### config.mk
export PLATFORM = sky130hd
export DESIGN_NAME = hybrid_combine_fxp
export DESIGN_NICKNAME = d
export VERILOG_FILES = /design/src/rtl/hybrid_combine_fxp.sv
export SDC_FILE = /design/constraint.sdc
export NUM_CORES = 1
export LEC_CHECK = 0
export CORE_ASPECT_RATIO = 0.8
export CORE_MARGIN = 2
export CORE_UTILIZATION = 43
export DETAILED_ROUTE_END_ITERATION = 7
export PLACE_DENSITY = 0.61
export SKIP_CTS_REPAIR_TIMING = 1
export SLEW_MARGIN = 20
export SYNTH_ARGS = -nofsm -noshare
export SYNTH_HDL_FRONTEND = slang
export SYNTH_SLANG_ARGS = --single-unit
### constraint.sdc
create_clock -name clk -period 5.9 [get_ports clk]
set_input_delay 0.59 -clock clk [delete_from_list [all_inputs] [get_ports clk]]
set_output_delay 0.59 -clock clk [all_outputs]
set_load 0.02 [all_outputs]
### src/rtl/hybrid_combine_fxp.sv
// Final combine stage of the hybrid control-bounded filter: aligns the lookahead and
// lookback partial results per channel, then adds, rounds, saturates and formats them.

module hybrid_combine_fxp_fifo #(
    parameter int W     = 16,
    parameter int DEPTH = 4
) (
    input  logic         clk,
    input  logic         rst,
    input  logic [W-1:0] din,
    input  logic         push,
    output logic         ready,
    input  logic         pop,
    output logic [W-1:0] head,
    output logic         nempty
);
    localparam int AW = $clog2(DEPTH);

    logic [W-1:0]  mem [DEPTH];
    logic [AW-1:0] wptr;
    logic [AW-1:0] rptr;
    logic [AW:0]   count;
    logic          wr;

    // ready looks at the occupancy only, never at a same-cycle pop
    assign ready  = !rst && (count < (AW+1)'(DEPTH));
    assign wr     = push && ready;
    assign head   = mem[rptr];
    assign nempty = (count != '0);

    always_ff @(posedge clk) begin
        if (wr) mem[wptr] <= din;
    end

    always_ff @(posedge clk) begin
        if (rst) begin
            wptr  <= '0;
            rptr  <= '0;
            count <= '0;
        end else begin
            if (wr)  wptr <= wptr + 1'b1;
            if (pop) rptr <= rptr + 1'b1;
            count <= count + (AW+1)'(wr) - (AW+1)'(pop);
        end
    end
endmodule

module hybrid_combine_fxp #(
    parameter  int N_CH        = 1,
    parameter  int N_INT       = 9,
    parameter  int N_MANT      = 15,
    parameter  int OUT_WIDTH   = 14,
    parameter  int ALIGN_DEPTH = 4,
    parameter  int WARMUP      = 0,
    parameter  int OFFSET_BIN  = 1,
    localparam int CW          = (N_CH > 1) ? $clog2(N_CH) : 1
) (
    input  logic                    clk,
    input  logic                    rst,
    input  logic [N_MANT:0]         ahead_data,
    input  logic                    ahead_valid,
    output logic                    ahead_ready,
    input  logic [N_INT+N_MANT:0]   back_data,
    input  logic                    back_valid,
    output logic                    back_ready,
    output logic [OUT_WIDTH-1:0]    out_data,
    output logic [CW-1:0]           out_ch,
    output logic                    out_valid,
    input  logic                    out_ready,
    output logic                    sat_pulse,
    output logic                    sat_sticky,
    input  logic                    clr_sat
);
    localparam int AWD      = N_MANT + 1;
    localparam int BWD      = N_INT + N_MANT + 1;
    localparam int SW       = N_INT + N_MANT + 2;
    localparam int R        = N_MANT - (OUT_WIDTH - 1);
    localparam int WU_TOTAL = WARMUP * N_CH;
    localparam int WUW      = (WU_TOTAL > 0) ? $clog2(WU_TOTAL + 1) : 1;

    localparam logic signed [SW:0] RHALF = (SW+1)'((2 ** R) / 2);
    localparam logic signed [SW:0] MAXV  = (SW+1)'((2 ** (OUT_WIDTH - 1)) - 1);
    localparam logic signed [SW:0] MINV  = (SW+1)'(-(2 ** (OUT_WIDTH - 1)));

    logic [AWD-1:0] a_head;
    logic [BWD-1:0] b_head;
    logic           a_ne;
    logic           b_ne;
    logic           pop;
    logic           s1_adv;
    logic           out_adv;
    logic [SW-1:0]  sum;

    logic           s1_valid;
    logic           s1_keep;
    logic [SW-1:0]  s1_sum;
    logic [CW-1:0]  s1_ch;
    logic [CW-1:0]  ch_cnt;
    logic [WUW-1:0] wu_cnt;
    logic           wu_done;

    logic signed [SW:0]   ext;
    logic signed [SW:0]   shifted;
    logic                 sat_hi;
    logic                 sat_lo;
    logic [OUT_WIDTH-1:0] clip;
    logic [OUT_WIDTH-1:0] fmt;
    logic                 load;

    hybrid_combine_fxp_fifo #(.W(AWD), .DEPTH(ALIGN_DEPTH)) u_ahead_fifo (
        .clk    (clk),
        .rst    (rst),
        .din    (ahead_data),
        .push   (ahead_valid),
        .ready  (ahead_ready),
        .pop    (pop),
        .head   (a_head),
        .nempty (a_ne)
    );

    hybrid_combine_fxp_fifo #(.W(BWD), .DEPTH(ALIGN_DEPTH)) u_back_fifo (
        .clk    (clk),
        .rst    (rst),
        .din    (back_data),
        .push   (back_valid),
        .ready  (back_ready),
        .pop    (pop),
        .head   (b_head),
        .nempty (b_ne)
    );

    assign out_adv = !out_valid || out_ready;
    assign s1_adv  = !s1_valid || out_adv;
    assign pop     = a_ne && b_ne && s1_adv;
    assign wu_done = (wu_cnt == WUW'(WU_TOTAL));

    // one guard bit above the lookback range, so the sum cannot overflow
    assign sum = {{(SW-AWD){a_head[AWD-1]}}, a_head} + {{(SW-BWD){b_head[BWD-1]}}, b_head};

    always_ff @(posedge clk) begin
        if (rst) begin
            s1_valid <= 1'b0;
            s1_keep  <= 1'b0;
            s1_sum   <= '0;
            s1_ch    <= '0;
            ch_cnt   <= '0;
            wu_cnt   <= '0;
        end else if (s1_adv) begin
            s1_valid <= pop;
            if (pop) begin
                s1_sum  <= sum;
                s1_ch   <= ch_cnt;
                s1_keep <= wu_done;
                ch_cnt  <= (ch_cnt == CW'(N_CH - 1)) ? '0 : ch_cnt + 1'b1;
                if (!wu_done) wu_cnt <= wu_cnt + 1'b1;
            end
        end
    end

    always_comb begin
        ext     = $signed({s1_sum[SW-1], s1_sum}) + RHALF;
        shifted = ext >>> R;
        sat_hi  = shifted > MAXV;
        sat_lo  = shifted < MINV;
        if (sat_hi)      clip = {1'b0, {(OUT_WIDTH-1){1'b1}}};
        else if (sat_lo) clip = {1'b1, {(OUT_WIDTH-1){1'b0}}};
        else             clip = shifted[OUT_WIDTH-1:0];
        fmt = (OFFSET_BIN != 0) ? {~clip[OUT_WIDTH-1], clip[OUT_WIDTH-2:0]} : clip;
    end

    // warm-up samples still drain through stage 1 but are never presented
    assign load = out_adv && s1_valid && s1_keep;

    always_ff @(posedge clk) begin
        if (rst) begin
            out_valid  <= 1'b0;
            out_data   <= '0;
            out_ch     <= '0;
            sat_pulse  <= 1'b0;
            sat_sticky <= 1'b0;
        end else begin
            if (out_adv) begin
                out_valid <= load;
                sat_pulse <= load && (sat_hi || sat_lo);
                if (load) begin
                    out_data <= fmt;
                    out_ch   <= s1_ch;
                end
            end
            if (load && (sat_hi || sat_lo)) sat_sticky <= 1'b1;
            else if (clr_sat)               sat_sticky <= 1'b0;
        end
    end
endmodule

# ---- After elaboration in Yosys (flattened, before gate mapping)
# Memory sizes are Yosys's and may differ from the RTL's. A register that Yosys moved wholly into a read port is not among the register bits.
# Index checks and enable logic that the tools add are counted.
dict set report totals {
  memories 2
  elab_cells 71
  latchBits 0
  rom_bits 0
  out_inout_bits 20
  ram_bits 164
  regBits 63
}
dict set report op_classes {
  bitwise_logic 2
  n_eq_ne 0
  n_mux 14
  add_sub_neg 12
  shifts 0
  reduce_logical 20
  magnitude_cmp 4
  mul 0
  div 0
}
# name depth word_bits read_ports rd_clocked_by_memory_dff wr line_no
set mem_list {}
lappend mem_list {u_back_fifo.mem 4 25 1 1 1 19} ;# logic [W-1:0] mem [DEPTH];
lappend mem_list {u_ahead_fifo.mem 4 16 1 1 1 19}
# op count
set ops {}
lappend ops {{14-bit two-way mux} 2}
lappend ops {{26-bit by 3-bit adder with 27-bit output, second input constant} 1}
lappend ops {{16-bit by 25-bit adder with 26-bit output} 1}
lappend ops {{25-bit by 14-bit > comparator with 1-bit output, second input constant} 1}
lappend ops {{25-bit by 14-bit < comparator with 1-bit output, second input constant} 1}
lappend ops {{1-bit logical AND} 9}
lappend ops {{2-bit by 1-bit adder with 2-bit output, second input constant} 4}
lappend ops {{1-bit two-way mux} 8}
lappend ops {{2-bit two-way mux} 4}
lappend ops {{3-bit by 1-bit adder with 3-bit output} 2}
lappend ops {{3-bit < comparator, second input constant} 2}
lappend ops {{3-bit nonzero test} 2}
lappend ops {{3-bit by 1-bit subtractor with 3-bit output} 2}
lappend ops {{2-bit AND reduction} 2}
lappend ops {{1-bit zero test} 3}
lappend ops {{1-bit logical OR} 3}
lappend ops {{1-bit adder, second input constant} 2}
lappend ops {{1-bit NOT} 2}
lappend ops {{2-bit nonzero test} 1}

# ---- Longest topological paths before layout
# Gate-level depths: netlist of run 1.
dict set report logic_depth {
  word_depth 6
  depth_mapped 15
  ltp_nobuf 12
}

# ---- Cells and area by module
# Synthesis of run 1 repeated with hierarchy kept, for this count alone.
dict set report hier_totals {
  cells_unflattened 746
  hier_area_um2 10396.2
}
# module seq_area_each_um2 n_inst cells_per_inst area_each_um2
set by_module_without_submodules {}
lappend by_module_without_submodules {{hybrid_combine_fxp_fifo at u_back_fifo} 3183.1 1 176 4086.4}
lappend by_module_without_submodules {hybrid_combine_fxp 880.8 1 441 3528.4}
lappend by_module_without_submodules {{hybrid_combine_fxp_fifo at u_ahead_fifo} 2102.0 1 129 2781.4}

# ---- Worst setup path before layout of run 1
# Ideal clock, no wire load.
dict set report synth_path {
  path_type {register -> register}
  startpoint {register (tool-made name)}
  endpoint {register s1_sum[21]}
  n_path_buf 3
  arrival_ns 3.508
  setup_slack_ns 2.301
  setup_time_ns 0.091
  path_stages_with_launch 14
  path_cell_list {dfxtp_1 > buf_6 > buf_1 > mux4_2 > ha_1 > clkbuf_1 > nand3_1 > a21oi_1 > o22a_1 > a41oi_2 > o31ai_2 > a31oi_1 > or3_1 > a311oi_1}
}
# item line_no
set synth_rtl {}
lappend synth_rtl {{to (signal assigned)} 151} ;# s1_sum <= sum;
lappend synth_rtl {{to (decl)} 96} ;# logic [SW-1:0] s1_sum;

==> out/qor.csv, run 1 <==
metric;value;unit
synthCells;749;
worst_pin_slew;0.982;ns
gp_congestion;0.887;
required;6.32;ns
grt_overflow_total;0;
slew_headroom;34.3;%
placedInstanceArea;11100;sq um
antenna_found_initial;0;
powerDensity;443;nW/um^2
dpl.hpwl;14.6;mm
io_buffers;65;
synth_ff_type;edfxtp_1;
die_area;24900;sq um
grt_pass1_vias;6195;
final_cells;1141;
start_util;43.6;%
cp_cell_sequence;buf_4 > mux4_2 > ha_1 > nor2_1 > nor2b_1 > o22a_1 > a41oi_2 > o31ai_2 > a31oi_1 > or3_1 > a311oi_1;
hp-class;flip-flop to flip-flop;
wl_per_cell;18.2;um
final_nets;898;
critPathMaxStageDelay;0.91;ns
synth_seq_cells;226;
drc;0;
ys_warn_count;0;
clock_sinks;226;
placedCellCount;1097;
fp.dieH;142;um
synthArstFlopShare;0;%
rows;50;
status;finished, final reports clean;
numCtsBuffers;24;
endpoint_kind;flip-flop;
fmax;0.253;GHz
path_clk_slew;0.06;ns
setup_viol;0;
holdWs;0.473;ns
crit_fanout;14;
yosysSeqAreaShare;60.5;%
wl;20.8;mm
p_total;5.32;mW
start_kind;flip-flop;
synth_edf_count;164;
worstSkewPairLatency;0.53;ns
die_width;176;um
rsz0062_at_grt;false;
ir_worst_vdd;0.246;mV
gr-usage-all-layers;17.2;%
cts.path.max_buffers;3;
drtIter0Drc;525;
cts_max_level;1;
synth.cell_area;10200;sq um
final_hold_viol_count;0;
crit_type;flip-flop to flip-flop;
n_antenna_cell;0;
coreArea;23300;sq um
cap_violations;0;
drv_slew;0;
area_growth;17.9;%
ys_types;65;
grt_max_degree;61;
syn_avg_cell_area;13.6;sq um
place_ws;1.74;ns
finish.instance_area;12000;sq um
post-route-util;51.4;%
tritoncts;built;
io_pins;67;
cts_root_buffer;clkbuf_16;
grt_pass1_wl;33.6;mm
worst_ep_arrival_time;4.37;ns
fin_crit;3.95;ns
drtPass1Iterations;4;
cellLeakagePower;4.08;nW
synth_nets;836;
cp_slowest_cell;dfxtp_1;
vias;6209;
drtAntennaViolNets;0;
timing.final.ws_setup;1.95;ns
fin_skew;0.0175;ns
viasPerCell;5.44;
fin_crit_sh;67.0;%
tns;0;ns
drive_above_1_share;11.7;%
[critical path, delay by kind of cell, from the launching register on]
family	cells	cell delay [ns]
AOI/OAI and AO/OA	5	1.06
DFF	1	0.91
muxes	1	0.53
and+or+nand+nor	3	0.52
adders and majority gates	1	0.41
buffers and inverters	1	0.40
[cell usage in the layout, fill, tap and decap left out, drive strengths merged, types with 15 or more instances in the layout]
master	synthesis	final
nor2	51	51
mux4	41	41
dfxtp	62	62
clkbuf	27	34
edfxtp	164	164
ha	37	37
nand2	63	63
a21oi	41	41
clkdlybuf4s50	0	64
xor2	16	16
xnor2	24	24
o21ai	22	22
nand3	24	24
inv	15	15
[synthesized netlist by cell type (8+ instances only)]
cell type / count / area (sq um)
edfxtp_1: 164 / 4920
nand3_1: 24 / 120
o21a_1: 10 / 75.1
clkbuf_1: 25 / 93.8
inv_1: 15 / 56.3
xnor2_1: 24 / 210
a21oi_1: 41 / 205
a31oi_1: 8 / 50.1
mux4_2: 36 / 811
nand2_1: 63 / 236
dfxtp_1: 62 / 1240
xor2_1: 16 / 140
o21ai_0: 21 / 105
nor2_1: 51 / 191
nand4_1: 9 / 56.3
ha_1: 37 / 463
a21o_1: 8 / 60.1
and3_1: 13 / 81.3
[path summary, 6_finish.rpt]
kind                          start  slack (ns)                      end  cells past startpoint
max                       flip-flop        1.95  s1_sum[21]$_SDFFE_PP0P_                     11
min          sat_pulse$_SDFFE_PP0P_        0.47   sat_pulse$_SDFFE_PP0P_                      2
max reg2reg               flip-flop        1.95  s1_sum[21]$_SDFFE_PP0P_                     11
min reg2reg  sat_pulse$_SDFFE_PP0P_        0.47   sat_pulse$_SDFFE_PP0P_                      2
[where the power goes]
| group | switching (mW) | leakage (nW) | total [mW] | internal, mW |
|---|---|---|---|---|
| clock network | 0.604 | 0.436 | 1.60 | 0.991 |
| registers | 0.188 | 1.99 | 2.06 | 1.87 |
| logic | 0.945 | 1.65 | 1.66 | 0.719 |
[state kept, by name (all words and copies together) (netlist names), 2 cells and up, named ones only]
register and flops:
u_back_fifo.wptr 2, u_back_fifo.mem 100, u_ahead_fifo.wptr 2, u_back_fifo.rptr 2, u_ahead_fifo.count 3, u_ahead_fifo.mem 64, out_data 14, u_back_fifo.count 3
s1_sum 25, u_ahead_fifo.rptr 2
[kinds of logic after synthesis]
kind of cell	Yosys count	share of synthesized area [%]
flops	226	60.5
simple gates	213	10.6
compound gates	135	8.88
buf+inv	53	2.15
mux	41	9.25
fa+ha+maj	40	5.14
xor+xnor	40	3.44
other cells	1	0.0368
[cell type report]
class                           count  area (sq um)
Clock buffer                       34           723
Clock inverter                     10           154
Fill cell                        1910         11300
Inverter                           16          60.1
Multi-Input combinational cell    470          3800
Sequential cell                   226          6170
Tap cell                          312           390
Timing Repair Buffer               73           706
[routing by layer]
metal	global-route usage [%]	up-vias	wire (um)
met3	2.68	24	820
met5	0	-	0
met4	4.00	0	322
li1	-	3009	-
met2	27.0	141	9420
met1	25.2	3035	10200
(Power assumes the default switching activity.)
==> inputs of run 2 (changes only) <==
--- a/config.mk
+++ b/config.mk
@@ -9,7 +9,7 @@
 export CORE_MARGIN = 2
 export CORE_UTILIZATION = 43
 export DETAILED_ROUTE_END_ITERATION = 7
-export PLACE_DENSITY = 0.61
+export PLACE_DENSITY = 0.63
 export SKIP_CTS_REPAIR_TIMING = 1
 export SLEW_MARGIN = 20
 export SYNTH_ARGS = -nofsm -noshare
==> constraint.sdc (replaced) <==
create_clock -name clk -period 3.3 [get_ports clk]
set_input_delay 0.33 -clock clk [delete_from_list [all_inputs] [get_ports clk]]
set_output_delay 0.33 -clock clk [all_outputs]
set_load 0.02 [all_outputs]
==> run 2 against run 1 <==
- die area stayed put
- clock power is 53% higher
- non-clock buffer count is 38 higher
- first-iteration DRC count decreased by 25%
- critical path type unchanged
- critical endpoint is now s1_sum[20]$_SDFFE_PP0P_
- largest power group unchanged
- highest routed layer unchanged
==> out/qor.csv, run 2 (synthesis gave the netlist of run 1 again) <==
metric;value;unit;change
gr-usage-all-layers;17.1;%;was 17.2%
finish.instance_area;12300;sq um;was 12,000 sq um
cts_max_level;1;;unchanged
fmax;0.316;GHz;was 0.253 GHz
multi_input_area;3880;sq um;was 3800 sq um
worst_pin_slew;0.909;ns;was 0.982 ns
fp.dieH;142;um;unchanged
rsz0062_at_grt;true;;was false
wl_per_cell;18.3;um;was 18.2 um
viasPerCell;5.41;;was 5.44
final_nets;935;;was 898
slew_headroom;39.4;%;was 34.3%
grt_overflow_total;0;;unchanged
final_cell_mix;edfxtp_1, clkdlybuf4s50_1, nand2_1, dfxtp_1, nor2_1;;unchanged
crit_type;flip-flop to flip-flop;;unchanged
ir_worst_vdd;0.409;mV;was 0.246 mV
area_growth;20.6;%;was 17.9%
fin_skew;0.0175;ns;about the same
cts.path.max_buffers;3;;unchanged
worstSkewPairLatency;0.53;ns;about the same
placedInstanceArea;11400;sq um;was 11,100 sq um
hold_start;rst;;was sat_pulse$_SDFFE_PP0P_
largest_reg_flops;100;;unchanged
reg2reg_slack;0.13;ns;was 1.95 ns
fillers;1926;;was 1,910
powerDensity;779;nW/um^2;was 443 nW/um^2
io_pins;67;;unchanged
start_kind;flip-flop;;unchanged
drive_above_1_share;15.8;%;was 11.7%
placedCellCount;1121;;was 1,097
tritoncts;built;;unchanged
holdWs;0.147;ns;was 0.473 ns
final_common_cell;edfxtp_1;;unchanged
drtIter0Drc;393;;was 525
final_cells;1177;;was 1,141
regArea;6170;sq um;about the same
path_clk_slew;0.06;ns;about the same
grt_pass1_wl;33.7;mm;was 33.6 mm
drc;0;;unchanged
cap_violations;0;;unchanged
drv_slew;0;;unchanged
r2r_cells;11;;unchanged
required;3.72;ns;was 6.32 ns
place_ws;-0.0469;ns;was 1.74 ns
n_antenna_cell;0;;unchanged
crit_fanout;8;;was 14
setup_viol;0;;unchanged
io_buffers;65;;unchanged
clock_sinks;226;;unchanged
rows;50;;unchanged
dpl.hpwl;14.8;mm;was 14.6 mm
coreArea;23300;sq um;unchanged
p_total;9.56;mW;was 5.32 mW
r2r-end;s1_sum[20]$_SDFFE_PP0P_;;was s1_sum[21]$_SDFFE_PP0P_
start_util;43.6;%;unchanged
die_width;176;um;unchanged
final_hold_viol_count;0;;unchanged
hold_depth;2;;unchanged
post-route-util;52.6;%;was 51.4%
fin_crit_sh;96.0;%;was 67.0%
status;finished, final reports clean;;unchanged
gp_congestion;0.895;;was 0.887
wl;21.5;mm;was 20.8 mm
drtPass1Iterations;5;;was 4
numCtsBuffers;23;;was 24
min_to;u_ahead_fifo.count[1]$_SDFF_PP0_;;was sat_pulse$_SDFFE_PP0P_
cts_root_buffer;clkbuf_16;;unchanged
grt_max_degree;48;;was 61
top_regs;u_back_fifo.mem: 100 flops, u_ahead_fifo.mem: 64 flops, s1_sum: 25 flops;;unchanged
fin_crit;3.17;ns;was 3.95 ns
worst_ep_arrival_time;3.58;ns;was 4.37 ns
tns;0;ns;unchanged
drtAntennaViolNets;0;;unchanged
vias;6369;;was 6,209
grt_pass1_vias;6282;;was 6,195
endpoint_kind;flip-flop;;unchanged
timing.final.ws_setup;0.132;ns;was 1.95 ns
antenna_found_initial;0;;unchanged
die_area;24900;sq um;unchanged
regMostFlops;u_back_fifo.mem;;unchanged
hp-class;primary input to flip-flop;;was flip-flop to flip-flop
cellLeakagePower;4.19;nW;was 4.08 nW
## run 2: worst max-delay path by stage
stage / start / end / slack [ns]
after CTS: flip-flop / s1_sum[21]$_SDFFE_PP0P_ / -0.07
final: flip-flop / s1_sum[20]$_SDFFE_PP0P_ / 0.13
after floorplan: flip-flop / s1_sum[21]$_SDFFE_PP0P_ / 0.08
after global routing: flip-flop / s1_sum[21]$_SDFFE_PP0P_ / -0.04
after global placement: flip-flop / s1_sum[22]$_SDFFE_PP0P_ / 0.07
after detailed placement: flip-flop / s1_sum[21]$_SDFFE_PP0P_ / -0.05
## run 2: metal layers
layer / vias up / wire length, um / GRT usage (%)
met5: - / 0 / 0
met4: 0 / 387 / 4.05
met3: 28 / 953 / 2.81
met2: 160 / 9800 / 27.4
met1: 3095 / 10400 / 24.8
li1: 3086 / - / -
## run 2: where the power goes
group / switching (mW) / internal (mW) / leakage, nW
logic: 1.86 / 1.62 / 1.86
clock network: 1.07 / 1.38 / 0.330
registers: 0.274 / 3.35 / 1.99
## run 2: final cells by class
type	count	area share, %
flip-flops and latches	226	50.2
clock inverters	12	0.866
well taps	312	3.18
multi-input cells	470	31.6
inverters	16	0.489
repair buffers	111	8.72
clock buffers	30	4.90
## run 2: critical path, cell delays in order (launching register included)
cell and delay, ns:
dfxtp_2 0.39, buf_12 0.16, buf_4 0.12, mux4_2 0.55, ha_1 0.43, a41oi_1 0.26
nand2_1 0.07, a21oi_1 0.30, nand3_2 0.18, a311oi_2 0.37, or4_1 0.16, nand3_1 0.05
==> inputs of run 3 (changes only) <==
==> constraint.sdc (replaced) <==
create_clock -name clk -period 3.3 [get_ports clk]
set_input_delay 0.66 -clock clk [delete_from_list [all_inputs] [get_ports clk]]
set_output_delay 0.66 -clock clk [all_outputs]
set_load 0.02 [all_outputs]
==> run 3 against run 2 <==
- clock power is 8.6% higher
- power up 1.9%
- clock skew is 0.0076 ns higher
- setup slack worse by 0.010 ns
- sequential power about the same
- highest routed layer unchanged
==> out/qor.csv, run 3 (synthesis gave the netlist of run 1 again) <==
metric;value;unit;change
tritoncts;built;;unchanged
drive_above_1_share;16.5;%;was 15.8%
placedInstanceArea;11400;sq um;about the same
cts_root_buffer;clkbuf_16;;unchanged
drc;0;;unchanged
coreArea;23300;sq um;unchanged
drtAntennaViolNets;0;;unchanged
io_pins;67;;unchanged
ir_worst_vdd;0.448;mV;was 0.409 mV
grt_overflow_total;0;;unchanged
vias;6476;;was 6,369
clock_sinks;226;;unchanged
drtPass1Iterations;5;;unchanged
worstSkewPairLatency;0.53;ns;about the same
viasPerCell;5.47;;was 5.41
largest_reg_flops;100;;unchanged
cts.path.max_buffers;3;;unchanged
slew_headroom;48.8;%;was 39.4%
start_kind;flip-flop;;unchanged
crit_fanout;16;;was 8
wl_per_cell;18.2;um;was 18.3 um
wl;21.6;mm;was 21.5 mm
die_width;176;um;unchanged
required;3.72;ns;about the same
setup_viol;0;;unchanged
drtIter0Drc;467;;was 393
path_clk_slew;0.06;ns;about the same
grt_max_degree;46;;was 48
powerDensity;787;nW/um^2;was 779 nW/um^2
io_buffers;65;;unchanged
fin_crit;3.18;ns;was 3.17 ns
endpoint_kind;flip-flop;;unchanged
fp.dieH;142;um;unchanged
top_regs;u_back_fifo.mem: 100 flops, u_ahead_fifo.mem: 64 flops, s1_sum: 25 flops;;unchanged
rows;50;;unchanged
fillers;1925;;was 1,926
gr-usage-all-layers;17.4;%;was 17.1%
path_delay_family;compound AO/OA/AOI/OAI gates;;unchanged
die_area;24900;sq um;unchanged
cp_cell_sequence;buf_12 > buf_4 > mux4_2 > ha_1 > nand4_1 > o21ai_2 > a41oi_2 > o31ai_2 > a31oi_2 > or3_1 > a311oi_1;;was buf_12 > buf_4 > mux4_2 > ha_1 > a41oi_1 > nand2_1 > a21oi_1 > nand3_2 > a311oi_2 > or4_1 > nand3_1
final_hold_viol_count;0;;unchanged
grt_pass1_vias;6453;;was 6,282
crit_type;flip-flop to flip-flop;;unchanged
hp-class;flip-flop to flip-flop;;was primary input to flip-flop
final_common_cell;edfxtp_1;;unchanged
antenna_found_initial;0;;unchanged
critPathMaxStageDelay;0.53;ns;was 0.55 ns
regMostFlops;u_back_fifo.mem;;unchanged
cap_violations;0;;unchanged
start_util;43.6;%;unchanged
dpl.hpwl;15.0;mm;was 14.8 mm
worst_pin_slew;0.761;ns;was 0.909 ns
fin_skew;0.0251;ns;was 0.0175 ns
area_growth;21.5;%;was 20.6%
gp_congestion;0.880;;was 0.895
cp_slowest_cell;mux4_2;;unchanged
n_antenna_cell;0;;unchanged
final_cell_mix;edfxtp_1, clkdlybuf4s50_1, nand2_1, dfxtp_1, nor2_1;;unchanged
p_total;9.74;mW;was 9.56 mW
status;finished, final reports clean;;unchanged
grt_pass1_wl;34.4;mm;was 33.7 mm
fin_crit_sh;96.3;%;was 96.0%
cellLeakagePower;4.27;nW;was 4.19 nW
finish.instance_area;12400;sq um;was 12,300 sq um
fmax;0.315;GHz;was 0.316 GHz
drv_slew;0;;unchanged
cp_num_buf_inv;2;;unchanged
final_nets;941;;was 935
cts_max_level;1;;unchanged
worst_ep_arrival_time;3.59;ns;was 3.58 ns
numCtsBuffers;24;;was 23
run 3: worst paths after layout:
| check | start | end | cells past startpoint | slack [ns] |
|---|---|---|---|---|
| worst max-delay path | flip-flop | s1_sum[21]$_SDFFE_PP0P_ | 11 | 0.12 |
| worst min-delay path | sat_pulse$_SDFFE_PP0P_ | sat_pulse$_SDFFE_PP0P_ | 2 | 0.46 |
| worst max register to register | flip-flop | s1_sum[21]$_SDFFE_PP0P_ | 11 | 0.12 |
| worst min register to register | sat_pulse$_SDFFE_PP0P_ | sat_pulse$_SDFFE_PP0P_ | 2 | 0.46 |
run 3: final cells by class:
cell class                 instances  area [sq um]  area share [%]
tap                              312           390            3.15
timing repair buffer             116          1080            8.71
clock buffer                      29           661            5.34
clock inverter                    15           148            1.19
multi-input combinational        470          3870            31.3
inverter                          16          60.1           0.485
sequential                       226          6170            49.8
run 3: per-stage QoR:
stage | worst slack (ns) | hold WS (ns) | utilization (%) | std cells | setup TNS, ns
after global routing | -0.0222 | 0.506 | 53.0 | 1184 | -0.0227
after CTS | -0.00256 | 0.475 | 52.3 | 1171 | -0.00256
final | 0.122 | 0.464 | 53.0 | 1184 | 0
after global placement | 0.119 | 0.441 | 48.8 | 1127 | 0
after detailed placement | 0.0300 | 0.467 | 48.8 | 1127 | 0
after floorplan | 0.0809 | 0.452 | - | 749 | 0
run 3: worst reg2reg max path, cell delays in order, from the launching register on:
cell and delay, ns:
dfxtp_1 0.35, buf_12 0.16, buf_4 0.13, mux4_2 0.53, ha_1 0.34, nand4_1 0.11
o21ai_2 0.22, a41oi_2 0.19, o31ai_2 0.29, a31oi_2 0.15, or3_1 0.32, a311oi_1 0.26
run 3: per-layer routing:
metal  vias to the layer above  wire length [um]  share of wire (%)  GRT usage (%)
met5                         -                 0                  0              0
met4                         0               261                1.2           3.04
met3                        23              1020                4.7           2.95
met2                       181              9810                 45           27.8
met1                      3170             10500                 49           25.5
li1                       3102                 -                  -              -
run 3: where the power goes:
part	switching, mW	total [mW]	leakage, nW	internal, mW
logic	1.87	3.46	1.88	1.60
registers	0.272	3.62	1.99	3.35
clock network	1.07	2.66	0.398	1.59
total	3.21	9.74	4.27	6.53
